[config.mk]
export PLATFORM = sky130hd
export DESIGN_NAME = latency_absorb
export DESIGN_NICKNAME = d
export VERILOG_FILES = /design/src/rtl/latency_absorb_pkg.sv /design/src/rtl/latency_absorb_mem.sv /design/src/rtl/latency_absorb.sv
export SDC_FILE = /design/constraint.sdc
export NUM_CORES = 1
export LEC_CHECK = 0
export BUFFER_PORTS_ARGS = -buffer_cell sky130_fd_sc_hd__clkbuf_2
export CAP_MARGIN = 20
export CORE_AREA = 2 2 90 92
export DETAILED_ROUTE_END_ITERATION = 10
export DIE_AREA = 0 0 92 94
export HOLD_SLACK_MARGIN = 0.1
export PLACE_DENSITY_LB_ADDON = 0.3
export SLEW_MARGIN = 0
export SYNTH_ARGS = -nofsm -noshare
export SYNTH_HDL_FRONTEND = slang
export SYNTH_SLANG_ARGS = --single-unit
[constraint.sdc]
create_clock -name clk -period 5.95 [get_ports clk]
set_input_delay 1.19 -clock clk [delete_from_list [all_inputs] [get_ports clk]]
set_output_delay 1.19 -clock clk [all_outputs]
set_load 0.03 [all_outputs]
[src/rtl/latency_absorb_pkg.sv]
// latency_absorb_pkg -- shared constants and helpers for the latency absorber.
//   MAX_DEPTH  : largest storage depth the block supports
//   CNT_W      : width of the occupancy / in-flight counters (holds 0..MAX_DEPTH)
//   ptr_width  : read/write pointer width for a given depth (at least 1 bit)
package latency_absorb_pkg;

  localparam int MAX_DEPTH = 128;
  localparam int CNT_W     = $clog2(MAX_DEPTH + 1);

  function automatic int ptr_width(input int depth);
    return (depth > 1) ? $clog2(depth) : 1;
  endfunction

endpackage

[src/rtl/latency_absorb_mem.sv]
// latency_absorb_mem -- DEPTH x DW storage array, one synchronous write port and
// one asynchronous read port. Contents are not reset.
//   i_clk   : clock
//   i_we    : write enable
//   i_waddr : write address
//   i_wdata : write data
//   i_raddr : read address
//   o_rdata : read data (combinational from i_raddr)
module latency_absorb_mem
  import latency_absorb_pkg::*;
#(
  parameter int DW    = 8,
  parameter int DEPTH = 5,
  parameter int PW    = ptr_width(DEPTH)
) (
  input  logic          i_clk,
  input  logic          i_we,
  input  logic [PW-1:0] i_waddr,
  input  logic [DW-1:0] i_wdata,
  input  logic [PW-1:0] i_raddr,
  output logic [DW-1:0] o_rdata
);

  logic [DW-1:0] r_mem [DEPTH];

  always_ff @(posedge i_clk) begin
    if (i_we) begin
      r_mem[i_waddr] <= i_wdata;
    end
  end

  assign o_rdata = r_mem[i_raddr];

endmodule

[src/rtl/latency_absorb.sv]
// latency_absorb -- credit-based skid store behind a fixed-latency pipeline.
// Upstream may launch only while stored + in-flight items fit in DEPTH, so every
// item that emerges from the pipeline tail always has a slot waiting for it.
//   clk       : clock, rising edge
//   rst_n     : synchronous active-low reset
//   up_valid  : upstream wants to launch an item into the pipeline
//   up_ready  : launch permitted (credit available)
//   in_valid  : item arrives from the pipeline tail
//   din       : arriving item data
//   out_valid : dout holds a valid item
//   out_ready : downstream accepts dout
//   dout      : head-of-queue data
//   err       : sticky flag, arrival seen with nothing in flight
//
// Handshake: a transfer happens on a rising edge where valid && ready are both
// high; valid never depends on ready of the same interface, and dout is held
// stable while out_valid && !out_ready.
module latency_absorb
  import latency_absorb_pkg::*;
#(
  parameter int DW    = 8,
  parameter int LAT   = 4,
  parameter int DEPTH = LAT + 1
) (
  input  logic          clk,
  input  logic          rst_n,
  input  logic          up_valid,
  output logic          up_ready,
  input  logic          in_valid,
  input  logic [DW-1:0] din,
  output logic          out_valid,
  input  logic          out_ready,
  output logic [DW-1:0] dout,
  output logic          err
);

  localparam int             PW       = ptr_width(DEPTH);
  localparam logic [CNT_W:0] DEPTH_C  = (CNT_W + 1)'(DEPTH);
  localparam logic [PW-1:0]  LAST_PTR = PW'(DEPTH - 1);

  if (LAT < 1 || LAT > 64 || DEPTH < 1 || DEPTH > MAX_DEPTH) begin : g_bad_param
    $error("latency_absorb: LAT or DEPTH out of range");
  end

  logic [CNT_W-1:0] r_occ;
  logic [CNT_W-1:0] r_infl;
  logic [PW-1:0]    r_wptr;
  logic [PW-1:0]    r_rptr;
  logic             r_err;

  logic [CNT_W:0]   w_used;
  logic             w_launch;
  logic             w_pop;
  logic             w_arrive;
  logic             w_bad_arrive;

  // Pointers wrap explicitly so DEPTH need not be a power of two.
  function automatic logic [PW-1:0] ptr_inc(input logic [PW-1:0] p);
    return (p == LAST_PTR) ? '0 : p + 1'b1;
  endfunction

  // Credit is computed from registered counts only; a same-cycle pop does not
  // free a credit until the next cycle.
  assign w_used       = {1'b0, r_occ} + {1'b0, r_infl};
  assign up_ready     = (w_used < DEPTH_C);
  assign out_valid    = (r_occ != '0);
  assign err          = r_err;

  assign w_launch     = up_valid && up_ready;
  assign w_pop        = out_valid && out_ready;
  // An arrival with nothing in flight cannot belong to a launch we granted.
  assign w_arrive     = in_valid && (r_infl != '0);
  assign w_bad_arrive = in_valid && (r_infl == '0);

  always_ff @(posedge clk) begin
    if (!rst_n) begin
      r_occ  <= '0;
      r_infl <= '0;
      r_wptr <= '0;
      r_rptr <= '0;
      r_err  <= 1'b0;
    end else begin
      if (w_launch && !w_arrive) begin
        r_infl <= r_infl + 1'b1;
      end else if (!w_launch && w_arrive) begin
        r_infl <= r_infl - 1'b1;
      end

      if (w_arrive && !w_pop) begin
        r_occ <= r_occ + 1'b1;
      end else if (!w_arrive && w_pop) begin
        r_occ <= r_occ - 1'b1;
      end

      if (w_arrive) begin
        r_wptr <= ptr_inc(r_wptr);
      end
      if (w_pop) begin
        r_rptr <= ptr_inc(r_rptr);
      end

      if (w_bad_arrive) begin
        r_err <= 1'b1;
      end
    end
  end

  latency_absorb_mem #(
    .DW    (DW),
    .DEPTH (DEPTH),
    .PW    (PW)
  ) u_mem (
    .i_clk   (clk),
    .i_we    (w_arrive),
    .i_waddr (r_wptr),
    .i_wdata (din),
    .i_raddr (r_rptr),
    .o_rdata (dout)
  );

endmodule

==> results.md <==
* CTS root buf: clkbuf_8
* CTS buffer count at 9
* Post-route setup TNS at 0 ps
* CTS tree: done
* Crit-path max cell delay at 550 ps
* NetSw at between 700 and 800 uW
* DRT iter0 DRCs at 66
* Max clock buf depth at 2
* Post-CTS Setup Bufs at 0
* Clock-pin slew on the worst setup and hold paths at 80 ps
* Total track usage at 0.166
* Final instance area at 0.00392 sq mm
* Worst Max-Slew Pin Slew at 944 ps
* Cell Count, Final, Fillers Out at 432
* Multi-input gate area at 0.00167 sq mm
* RSZ-0062 raised after global routing: no
* Max H-tree Level at 3
* Post-Route Skew at 9.98 ps
* Routed WL at 6.55 mm
* CP max FO at 8
* Fmax achieved at 255 MHz
* Fin. Hold Viols at 0
* Number of nets in the layout at 367
* Hold/Removal Path Class: reg2reg
* Gate power share at 0.476
* Initial Util at 0.458
* Synth Cell Area at between 0.003 and 0.004 sq mm
* Crit path DAT at between 4000 and 5000 ps
* Final Max Slew Viols at 0
* Top-count cell post-synth: edfxtp_1
* N_diodes at 0
* Switching Fraction at 0.395
* Hold-fix buffers, CTS at 0
* Sequential element share of the synthesized area at 0.495
* WS Path Type: reg2reg
* Die X at 92 microns
* Flops & latches, synth at 66
* Relative slew margins at 0.365
* Post-layout min period at 3920 ps
* Max-Cap Viols at 0
* Via count at about 2,400
* Syn_nets at 338
* Number of synthesis warnings at 0
* Vias in the first global route at approximately 2,300
* Synth unique cells at 48
* 1st-pass router iterations at 5
* First-pass GRT wire length at 11.0 mm
* Slowest stage cell on the critical path: or4_1
* Final setup violation count at 0
* Worst-Skew Late Latency at 330 ps
* Asr flop ratio synth at 0
* Top cells by area, synth: edfxtp_1 35%, dfxtp_1 15%, ha_1 9.3%, mux4_2 5.2%, mux2_2 2.6%
* VDD IR max at 0.263 mV
* Die Span Y at roughly 94 microns
* Status: finished, final reports clean
* Layout cell share with drive strength beyond 1 at 0.194
* Row Count at 32
* Clock share of power at 0.189
* # placed instances at 415
* Synth Instances at 296
* Pwr dens at 493 mW/mm^2
* CP Buf/Inv Count at 2
* Pin count of the biggest net entering global routing at 36
* Post-synth EDFFs at 40
* Fillers at 692
* Core ar. at 0.00761 sq mm
* Top FF cell, synth: edfxtp_1
* WL/cell at 15.2 microns
* Synth top cells by count: 40 x edfxtp_1, 26 x dfxtp_1, 26 x ha_1, 20 x nand2_1, 20 x nor2_1
* Power, Total at 1.93 mW
* Startpoint Class: flip-flop
* Sequential share of power at 0.336
* FF/Latch Area at 0.00172 sq mm
* CP required at roughly 6200 ps
* Residual DRC at 0
* Die ar. at 0.00865 sq mm
* CTS Sinks at 66
* Post-DP Area at 0.00372 sq mm
* Pleak at 1.51 nW
* Leading area contributor after synthesis: edfxtp_1
* Routed vias/inst at 5.49
* CP Capture Type: flip-flop
* CTS resizes at 0
* Grt total ovfl at 0
* PortBufs at 23
* Crit-path leading delay family: adder cells
* Critical Path, Cell by Cell: ha_1, inv_1, fa_1, nand2b_1, a21boi_1, o211ai_1, a211o_1, nor4b_2, ha_1, inv_1, ha_1, or4_1, o22ai_2, mux2i_1, mux2i_1
* Antenna Violating Nets Remaining at 0
* Core Util, Final at 0.515
* Final GP Congestion at approximately 0.88
* Cell internal pwr at between 1 and 1.5 mW
* Ports at 24
* Initial antenna violation count at 0
* Layout area overhead at 12.7%
* Hpwl dp at 4.65 mm
* Syn_area_per_cell at 11.8 sq um
* Critical Path Most Common Cell: ha_1
* Yosys top cell area share at 0.345
* Final period util at 0.660
==> cell type report <==
type / instances / area share
Clock inverter: 7 / 0.0179
Sequential cell: 66 / 0.439
Inverter: 13 / 0.0128
Clock buffer: 9 / 0.0316
Multi-Input combinational cell: 206 / 0.426
Timing Repair Buffer: 29 / 0.0402
Tap cell: 102 / 0.0325
==> cell usage in the layout, fill, tap and decap left out, drive strengths merged, types with 2 or more instances in the layout <==
cell	instances
a21boi	6
nor4	8
a211o	3
dfxtp	26
clkbuf	33
nand3b	2
nand2	20
o311ai	2
mux2i	7
nor4b	2
nand2b	3
clkinv	7
a21oi	6
inv	12
xnor2	6
edfxtp	40
o22ai	3
xor2	4
fa	3
nor2	20
nor2b	7
mux4	8
o21ai	14
a21o	5
nand3	7
nor3	5
buf	5
ha	26
o211ai	5
o21a	2
a31oi	2
a211oi	4
and2	6
or4	2
nand4b	2
mux2	8
==> cells by family (layout without fill, tap and decap cells) <==
kind of cell / count (synthesis) / in the layout / synth area share
multiplexers: 23 / 23 / 0.0978
adder cells (fa/ha/maj): 29 / 29 / 0.111
flip-flops: 66 / 66 / 0.495
AO/OA/AOI/OAI: 56 / 56 / 0.111
AND/OR/NAND/NOR: 88 / 88 / 0.134
buffers and inverters: 24 / 58 / 0.0273
XOR/XNOR: 10 / 10 / 0.0252
==> per-layer routing <==
layer / global-route usage / vias up / routed length, microns
met3: 0.0409 / 7 / 215
met2: 0.298 / 41 / 3380
met5: 0 / - / 0
li1: - / 1181 / -
met1: 0.195 / 1143 / 2890
met4: 0.0572 / 0 / 63
==> through the flow <==
stage | setup slack (ps) | hold WS, ps
floorplan | 2310 | 463
global placement | 2130 | 487
detailed placement | 2020 | 489
CTS | 2010 | 507
global route | 1790 | 552
finish | 2030 | 503
==> flip-flops by register name, summed over array words and instances, names as in the netlist, named ones only <==
register     count
err              1
r_infl           8
r_occ            8
r_rptr           3
r_wptr           3
u_mem.r_mem     40
==> worst paths after layout <==
path | startpoint | end | slack (ps) | cells after the start
max | r_occ[0] | r_infl[7] | 2030 | 15
min | err | err | 500 | 2
max reg2reg | r_occ[0] | r_infl[7] | 2030 | 15
min reg2reg | err | err | 500 | 2
==> tightest hold or removal path, stage by stage (launching register included) <==
cell and delay (ps):
dfxtp_1 340, a31oi_1 50, nor2b_1 90
==> power groups by stage <==
stage	clock, mW	combinational, mW	sequential, mW
global route	0.398	1.04	0.662
floorplan	0	0.762	0.627
detailed placement	0	0.917	0.662
CTS	0.379	0.926	0.651
global placement	0	0.904	0.658
finish	0.365	0.920	0.649
Power figures use the tool's default switching activity.
